===== config.mk =====
export PLATFORM = sky130hd
export DESIGN_NAME = queen_position_stack
export DESIGN_NICKNAME = d
export VERILOG_FILES = /design/src/rtl/queen_position_stack_pkg.sv /design/src/rtl/queen_position_stack_mem.sv /design/src/rtl/queen_position_stack.sv
export SDC_FILE = /design/constraint.sdc
export NUM_CORES = 1
export LEC_CHECK = 0
export CAP_MARGIN = 20
export CORE_MARGIN = 1
export CORE_UTILIZATION = 35
export CTS_BUF_LIST = sky130_fd_sc_hd__clkbuf_4 sky130_fd_sc_hd__clkbuf_8
export CTS_CLUSTER_SIZE = 14
export DETAILED_ROUTE_END_ITERATION = 12
export GPL_ROUTABILITY_DRIVEN = 0
export PLACE_DENSITY = 0.6
export SLEW_MARGIN = 20
export SYNTH_ARGS = -nofsm -noshare
export SYNTH_HDL_FRONTEND = slang
export SYNTH_SLANG_ARGS = --single-unit

===== constraint.sdc =====
create_clock -name clk -period 2.3 [get_ports clk]
set_input_delay 0.69 -clock clk [delete_from_list [all_inputs] [get_ports clk]]
set_output_delay 0.69 -clock clk [all_outputs]
set_load 0.01 [all_outputs]

===== src/rtl/queen_position_stack_pkg.sv =====
// Shared sizing and FSM encoding for the 8-Queen position stack.
package queen_position_stack_pkg;
  localparam int Q_DEPTH = 8;
  localparam int Q_ROW_W = 3;
  localparam int Q_COL_W = 3;
  localparam int Q_PTR_W = 4;

  typedef enum logic [1:0] {
    ST_READY   = 2'd0,
    ST_PUSH_WR = 2'd1,
    ST_POP_RD  = 2'd2
  } stk_state_e;
endpackage


===== src/rtl/queen_position_stack_mem.sv =====
// Register file of queen positions: one synchronous write port, two async read ports.
module queen_position_stack_mem #(
  parameter int DEPTH = 8,
  parameter int ROW_W = 3,
  parameter int COL_W = 3,
  localparam int AW   = $clog2(DEPTH)
) (
  input  logic             clk,
  input  logic             we_i,
  input  logic [AW-1:0]    waddr_i,
  input  logic [ROW_W-1:0] wrow_i,
  input  logic [COL_W-1:0] wcol_i,
  input  logic [AW-1:0]    raddr_a_i,
  output logic [ROW_W-1:0] row_a_o,
  output logic [COL_W-1:0] col_a_o,
  input  logic [AW-1:0]    raddr_b_i,
  output logic [ROW_W-1:0] row_b_o,
  output logic [COL_W-1:0] col_b_o
);
  logic [DEPTH-1:0][ROW_W+COL_W-1:0] mem_q;

  // Contents survive reset and clear; only sp decides what is live.
  always_ff @(posedge clk) begin
    if (we_i) mem_q[waddr_i] <= {wrow_i, wcol_i};
  end

  assign {row_a_o, col_a_o} = mem_q[raddr_a_i];
  assign {row_b_o, col_b_o} = mem_q[raddr_b_i];
endmodule


===== src/rtl/queen_position_stack.sv =====
// LIFO of placed queens: push/pop FSM with busy handshake, sticky flags and peek port.
module queen_position_stack
  import queen_position_stack_pkg::*;
#(
  parameter int DEPTH = Q_DEPTH,
  parameter int ROW_W = Q_ROW_W,
  parameter int COL_W = Q_COL_W,
  parameter int PTR_W = Q_PTR_W
) (
  input  logic             clk,
  input  logic             user_reset_n,
  input  logic             clear,
  input  logic             push,
  input  logic             pop,
  input  logic [ROW_W-1:0] push_row,
  input  logic [COL_W-1:0] push_col,
  input  logic [PTR_W-1:0] peek_index,
  output logic [ROW_W-1:0] peek_row,
  output logic [COL_W-1:0] peek_col,
  output logic [ROW_W-1:0] top_row,
  output logic [COL_W-1:0] top_col,
  output logic             pop_valid,
  output logic             stack_ready,
  output logic             underflow,
  output logic             overflow,
  output logic [PTR_W-1:0] depth
);
  localparam int AW = $clog2(DEPTH);
  localparam logic [PTR_W-1:0] SP_FULL = PTR_W'(DEPTH);
  localparam logic [PTR_W-1:0] SP_ONE  = PTR_W'(1);

  stk_state_e       state_q, state_d;
  logic [PTR_W-1:0] sp_q, sp_d;
  logic [ROW_W-1:0] row_q, row_d, top_row_q, top_row_d, rd_row, pk_row;
  logic [COL_W-1:0] col_q, col_d, top_col_q, top_col_d, rd_col, pk_col;
  logic             rdy_q, rdy_d, uf_q, uf_d, of_q, of_d, pv_q, pv_d, we;

  queen_position_stack_mem #(.DEPTH(DEPTH), .ROW_W(ROW_W), .COL_W(COL_W)) u_mem (
    .clk       (clk),
    .we_i      (we),
    .waddr_i   (sp_q[AW-1:0]),
    .wrow_i    (row_q),
    .wcol_i    (col_q),
    .raddr_a_i (peek_index[AW-1:0]),
    .row_a_o   (pk_row),
    .col_a_o   (pk_col),
    .raddr_b_i (sp_q[AW-1:0]),
    .row_b_o   (rd_row),
    .col_b_o   (rd_col)
  );

  always_comb begin
    state_d   = state_q;
    sp_d      = sp_q;
    row_d     = row_q;
    col_d     = col_q;
    top_row_d = top_row_q;
    top_col_d = top_col_q;
    rdy_d     = rdy_q;
    uf_d      = uf_q;
    of_d      = of_q;
    pv_d      = 1'b0;
    we        = 1'b0;
    if (clear) begin
      state_d   = ST_READY;
      sp_d      = '0;
      top_row_d = '0;
      top_col_d = '0;
      rdy_d     = 1'b1;
      uf_d      = 1'b0;
      of_d      = 1'b0;
    end else begin
      case (state_q)
        ST_READY: begin
          // Pop outranks push; a simultaneous push is simply dropped.
          if (pop) begin
            if (sp_q == '0) begin
              uf_d = 1'b1;
            end else begin
              sp_d    = sp_q - SP_ONE;
              state_d = ST_POP_RD;
              rdy_d   = 1'b0;
              of_d    = 1'b0;
            end
          end else if (push) begin
            if (sp_q == SP_FULL) begin
              of_d = 1'b1;
            end else begin
              row_d   = push_row;
              col_d   = push_col;
              state_d = ST_PUSH_WR;
              rdy_d   = 1'b0;
              uf_d    = 1'b0;
            end
          end
        end
        ST_PUSH_WR: begin
          we      = 1'b1;
          sp_d    = sp_q + SP_ONE;
          state_d = ST_READY;
          rdy_d   = 1'b1;
        end
        ST_POP_RD: begin
          // sp already points at the popped slot.
          top_row_d = rd_row;
          top_col_d = rd_col;
          pv_d      = 1'b1;
          state_d   = ST_READY;
          rdy_d     = 1'b1;
        end
        default: begin
          state_d = ST_READY;
          rdy_d   = 1'b1;
        end
      endcase
    end
  end

  always_ff @(posedge clk or negedge user_reset_n) begin
    if (!user_reset_n) begin
      state_q   <= ST_READY;
      sp_q      <= '0;
      row_q     <= '0;
      col_q     <= '0;
      top_row_q <= '0;
      top_col_q <= '0;
      rdy_q     <= 1'b1;
      uf_q      <= 1'b0;
      of_q      <= 1'b0;
      pv_q      <= 1'b0;
    end else begin
      state_q   <= state_d;
      sp_q      <= sp_d;
      row_q     <= row_d;
      col_q     <= col_d;
      top_row_q <= top_row_d;
      top_col_q <= top_col_d;
      rdy_q     <= rdy_d;
      uf_q      <= uf_d;
      of_q      <= of_d;
      pv_q      <= pv_d;
    end
  end

  assign peek_row    = (peek_index < sp_q) ? pk_row : '0;
  assign peek_col    = (peek_index < sp_q) ? pk_col : '0;
  assign top_row     = top_row_q;
  assign top_col     = top_col_q;
  assign pop_valid   = pv_q;
  assign stack_ready = rdy_q;
  assign underflow   = uf_q;
  assign overflow    = of_q;
  assign depth       = sp_q;
endmodule


[Word level (Yosys, flattened, before mapping)]
Cells that the tools add are included.
Storage, ports and cells
  memories kept: 0
  latch bits: 0
  bits in registers: 70
  input bits: 15
  bits in read-only memories: 0
  word-level logic and storage cells: 93
  RAM bits: 0
  output and inout bits: 20
Operators by class
  $lt $le $gt $ge: 4
  equality and inequality tests: 11
  add/subtract/negate cells: 2
  div/mod/pow operators: 0
  multiplexer cells: 42
  bitwise logic cells: 3
  shift operators: 0
  reductions and logical operators: 13
  multipliers: 0
Operators with widths (count)
  bitwise mux 48 bit: 1
  binary-select mux 6 bit (select 3 bit): 2
  two-way mux 1 bit: 19
  demux 6 bit (select 3 bit): 1
  two-way mux 3 bit: 6
  two-way mux 6 bit: 3
  two-way mux 2 bit: 6
  two-way mux 4 bit: 3
  != test 3 bit, second input constant: 4
  != test 4 bit, second input constant: 3
  nonzero test 3 bit: 3
  < comparator 3 x 4 -> 1 bit, second input constant: 2
  case mux 4 bit (2 select lines): 1
  AND reduction 4 bit: 2
  AND reduction 3 bit: 2
  AND reduction 5 bit: 1
  adder 4 x 1 -> 4 bit, second input constant: 1
  equality test 4 bit, second input constant: 1
  zero test 4 bit: 1
  < comparator 4 bit: 1
  nonzero test 2 bit: 2
  subtractor 4 x 1 -> 4 bit, second input constant: 1
  greater-or-equal comparator 3 x 1 -> 1 bit, second input constant: 1
  != test 3 x 2 -> 1 bit, second input constant: 1
  other kinds (5): 7

[Depth between registers and ports, before layout]
  word-level depth: 6
  gate-level depth with buffers: 7
  depth with buffers taken out: 6

[Hierarchy]
Synthesis repeated with hierarchy kept, for this count alone.
Second synthesis, totals
  cells, all modules: 216
  area total of the unflattened synthesis: 3530.9 sq um
By module, submodules not included
  queen_position_stack_mem: seq. area each 1441.4 sq um, instances 1, cells an instance 103, area an instance 2303.5 sq um
  queen_position_stack: seq. area each 551.8 sq um, instances 1, cells an instance 113, area an instance 1227.4 sq um

[Worst setup path after synthesis]
Ideal clock, no wire load.
  kind: register to output
  start: register sp_q[1] (netlist: depth[1])
  end: output peek_col[0]
  buffers on the path: 1
  arrival: 1910 ps
  slack: -300 ps
  cell stages (with the launch flop): 7
  path through: dfrtp_1 -> buf_1 -> inv_1 -> ha_1 -> a21o_1 -> a21o_1 -> a211oi_1
Between the ends
  cells in the longest elaborated chain, start to end: 2
Ends and longest elaborated chain
  start: declaration: RTL line queen_position_stack.sv:33  | logic [PTR_W-1:0] sp_q, sp_d;
  start signal: assignment: RTL line queen_position_stack.sv:133  | sp_q <= sp_d;
  < comparator 4 bit: RTL line queen_position_stack.sv:146  | assign peek_col = (peek_index < sp_q) ? pk_col : '0;
  two-way mux 3 bit: RTL line queen_position_stack.sv:146
  end: declaration: RTL line queen_position_stack.sv:19  | output logic [COL_W-1:0] peek_col,
Every way passes these cells.

[Final worst setup path]
  start: input peek_index[1]
  end: output peek_col[2]
Between the ends
  cells in the longest elaborated chain, start to end: 3
  elaborated cells on any way between the ends: 4
  those cells by class: order compare: 1; mux: 3
Ends and longest elaborated chain
  start: declaration: RTL line queen_position_stack.sv:17  | input logic [PTR_W-1:0] peek_index,
  binary-select mux 6 bit (select 3 bit): RTL line queen_position_stack_mem.sv:27  | assign {row_a_o, col_a_o} = mem_q[raddr_a_i];
  two-way mux 6 bit (not written as such): RTL line queen_position_stack_mem.sv:27
  two-way mux 3 bit *: RTL line queen_position_stack.sv:146
Mark *: on every way between the ends. The rest lies on a longest branch, timed or not. The select of a mux whose other input is x is not followed.

==> results.py <==
metrics = {
    "status": {
        "status": "finished, violations left",
        "violations": "setup timing",
    },
    "grt": {
        "grt_max_degree": 23,
        "grt.busiest_layer": "met2",
        "track_usage_pct": 17.8,
        "grt_overflow": 0,
        "grt_pass1_wl_um": 12500,
        "gr-usage-met1_pct": 24.3,
        "first_global_vias": 2191,
        "use_met3_pct": 3.87,
        "globalRouteMet2Util_pct": 29.0,
        "antenna_found_initial": 0,
    },
    "clocking": {
        "holdBufCountCts": 0,
        "clock_sinks": 70,
        "cts_buffers": 9,
        "clk_latency_ns": 0.34,
        "clk_pin_slew_worst_paths_ns": 0.07,
        "ctsHtreeMaxLevel": 3,
        "cts_tree": "yes",
        "max-clock-path-buffers": 2,
        "root_buffer": "clkbuf_8",
    },
    "detailed_routing": {
        "drt_iter0_drc": 135,
        "drtPass1Iterations": 5,
        "ant_nets": 0,
        "drc": 0,
        "wire_per_inst_um": 20.2,
        "totalWireLength_um": 8000,
        "viasPerCell": 5.25,
        "num_vias": 2080,
    },
    "synthesis": {
        "ys.flop_type": "edfxtp_1",
        "synth_area_mm2": 0.00330,
        "synth_xor_area_share_pct": 0.530,
        "synthCells": 209,
        "synth_top_family_by_area": "multiplexers",
        "yosys.area_share.adder_pct": 2.50,
        "muxShareOfSynthArea_pct": 21.2,
        "synth_warnings": 0,
        "synth_nets": 230,
        "synth_cell_type_count": 38,
        "synth_edf_count": 48,
        "synthSimpleGateAreaFrac_pct": 7.76,
        "yosysSeqAreaShare_pct": 60.3,
        "synth.avg_cell_area_um2": 15.8,
        "synthArstFlopShare_pct": 31.4,
        "synth-compound-area-share_pct": 5.53,
        "synth-seq-cells": 70,
    },
    "pwr": {
        "combPwrFrac_pct": 30.6,
        "cell_internal_pwr_uw": 2920,
        "pwr_density_cell_mw_per_mm2": 956,
        "switching_share_pct": 30.1,
        "peakVddDrop_mv": 0.458,
        "power_frac_seq_pct": 42.6,
        "power.switching_uw": 1260,
        "leakage_uw": 0.00162,
        "p_clk_share_pct": 26.7,
    },
    "hold_path": {
        "holdCritStartpoint": "top_col[2]",
        "holdCritPathClass": "reg2reg",
    },
    "die": {
        "io_pins": 35,
        "std_cell_rows": 35,
        "die_h_um": 99.2,
        "coreArea_mm2": 0.00920,
        "dieArea_mm2": 0.00983,
        "die_w_um": 99.2,
        "initial_core_util_pct": 35.9,
    },
    "setup_path": {
        "end_kind": "output port",
        "startpoint_type": "primary input",
        "timing.rr.start": "state_q[0]",
        "cp.arrival_ns": 1.88,
        "cp-startpoint": "peek_index[1]",
        "required_ns": 1.61,
        "path_max_fanout": 6,
        "worstSetupPathType": "in2out",
    },
    "timing": {
        "relSlewSlack_pct": 69.6,
        "rsz0062_at_grt": "yes",
        "setup_violations": 6,
        "hold_viol": 0,
        "final.min_clock_period_ns": 2.57,
        "fin_ws_ns": -0.266,
        "drv_slew": 0,
        "fin_setup_tns_ns": -1.38,
        "fin_skew_ns": 0.00916,
        "clock.fmax_mhz": 390,
        "tightest_slew_ns": 0.451,
        "finalCritPeriodShare_pct": 112,
    },
    "final_layout": {
        "antenna_cells": 0,
        "area_growth_pct": 32.3,
        "final_common_cell": "edfxtp_1",
        "layoutNonFillerInstCount": 396,
        "nNetsFinal": 301,
        "drive_above_1_share_pct": 39.3,
        "final_cell_mix": "48 x edfxtp_1, 31 x buf_4, 24 x clkdlybuf4s50_1, 23 x mux4_2, 20 x dfrtp_1",
        "fin_area_mm2": 0.00437,
    },
    "placed_design": {
        "dp_hpwl_um": 5370,
        "dpl.cell_count": 378,
        "portBuffers": 34,
        "pre_cts_ws_ns": -1.09,
        "dpl-instance-area_mm2": 0.00405,
    },
    "run": {
        "drv_cap": 0,
    },
}
cell usage after synthesis, types with 2 or more instances:
| master | number | share of area (%) |
|---|---|---|
| a211oi_1 | 7 | 1.6 |
| a21o_1 | 2 | 0.45 |
| a21oi_1 | 5 | 0.76 |
| a22oi_1 | 4 | 0.91 |
| buf_1 | 2 | 0.23 |
| buf_4 | 3 | 0.68 |
| clkbuf_1 | 3 | 0.34 |
| dfrtp_1 | 21 | 16 |
| edfxtp_1 | 48 | 44 |
| ha_1 | 5 | 1.9 |
| inv_1 | 7 | 0.80 |
| mux2_2 | 9 | 3.1 |
| mux2i_1 | 8 | 2.4 |
| mux4_2 | 23 | 16 |
| nand2_1 | 13 | 1.5 |
| nand2b_1 | 2 | 0.38 |
| nor2_1 | 17 | 1.9 |
| nor3_1 | 5 | 0.76 |
| o21ai_0 | 3 | 0.45 |
| or3_1 | 2 | 0.38 |
| or3b_2 | 2 | 0.53 |
| xnor2_1 | 2 | 0.53 |
worst max-delay path, cell delays in order:
cell and delay [ns]:
buf_2 0.12, ha_4 0.22, a21o_1 0.16, a21o_4 0.26
a211oi_4 0.25, buf_2 0.17
layout make-up:
cell class | instances | area, um2
multi-input combinational | 123 | 1350
clock buffer | 10 | 131
inverter | 7 | 26.3
timing repair buffer | 69 | 633
sequential | 70 | 1990
clock inverter | 6 | 93.8
tap | 111 | 139
fill | 825 | 4820
metrics by stage:
stage	hold WS, ns	power (uW)	utilization (%)
finish	0.481	4180	47.5
floorplan	0.394	2530	-
global placement	0.457	3000	44.0
detailed placement	0.465	3020	44.0
CTS	0.483	4200	47.3
global route	0.513	4400	47.5
routing by layer:
layer / vias up / share of wire, %
met5: - / 0
met4: 0 / 0.88
met2: 57 / 49
met1: 1056 / 46
li1: 959 / -
met3: 8 / 4.5
registers in the layout, summed over array words and instances, names as in the netlist, 2 cells and up:
signal and cells:
state_q 2, row_q 3, u_mem.mem_q 48, col_q 3
top_row 3, depth 4, top_col 3
power groups by stage:
| stage | Sequential [uW] | Combinational (uW) | Clock [uW] |
|---|---|---|---|
| final | 1780 | 1280 | 1120 |
| after global routing | 1810 | 1390 | 1190 |
| after CTS | 1780 | 1280 | 1130 |
| after detailed placement | 1810 | 1220 | 0 |
| after global placement | 1800 | 1200 | 0 |
| after floorplan | 1810 | 720 | 0 |
kinds of logic (layout without fill, tap and decap cells):
family / Yosys count / after routing
compound gates: 26 / 26
xor+xnor: 2 / 2
fa+ha+maj: 6 / 6
buf+inv: 16 / 92
flops: 70 / 70
mux: 40 / 40
simple gates: 49 / 49
what timing repair did:
action | 4_1_cts | 5_1_grt
gates cloned | 1 | 0
setup buffers | 1 | 0
pin swaps | 9 | 10
endpoints found under the setup margin | 7 | 7
gates resized for setup | 50 | 3
final timing paths:
| kind | end | depth (start not counted) | slack [ns] |
|---|---|---|---|
| hold reg to reg | top_col[2] | 2 | 0.48 |
| setup / recovery | peek_col[2] | 6 | -0.27 |
| max in group asynchronous | stack_ready | 2 | 1.28 |
| setup reg to reg | depth[3] | 6 | 0.22 |
| min in group asynchronous | row_q[0] | 2 | 0.71 |
| hold / removal | top_col[2] | 2 | 0.48 |
Note: power is estimated with default switching activity, not from simulation.
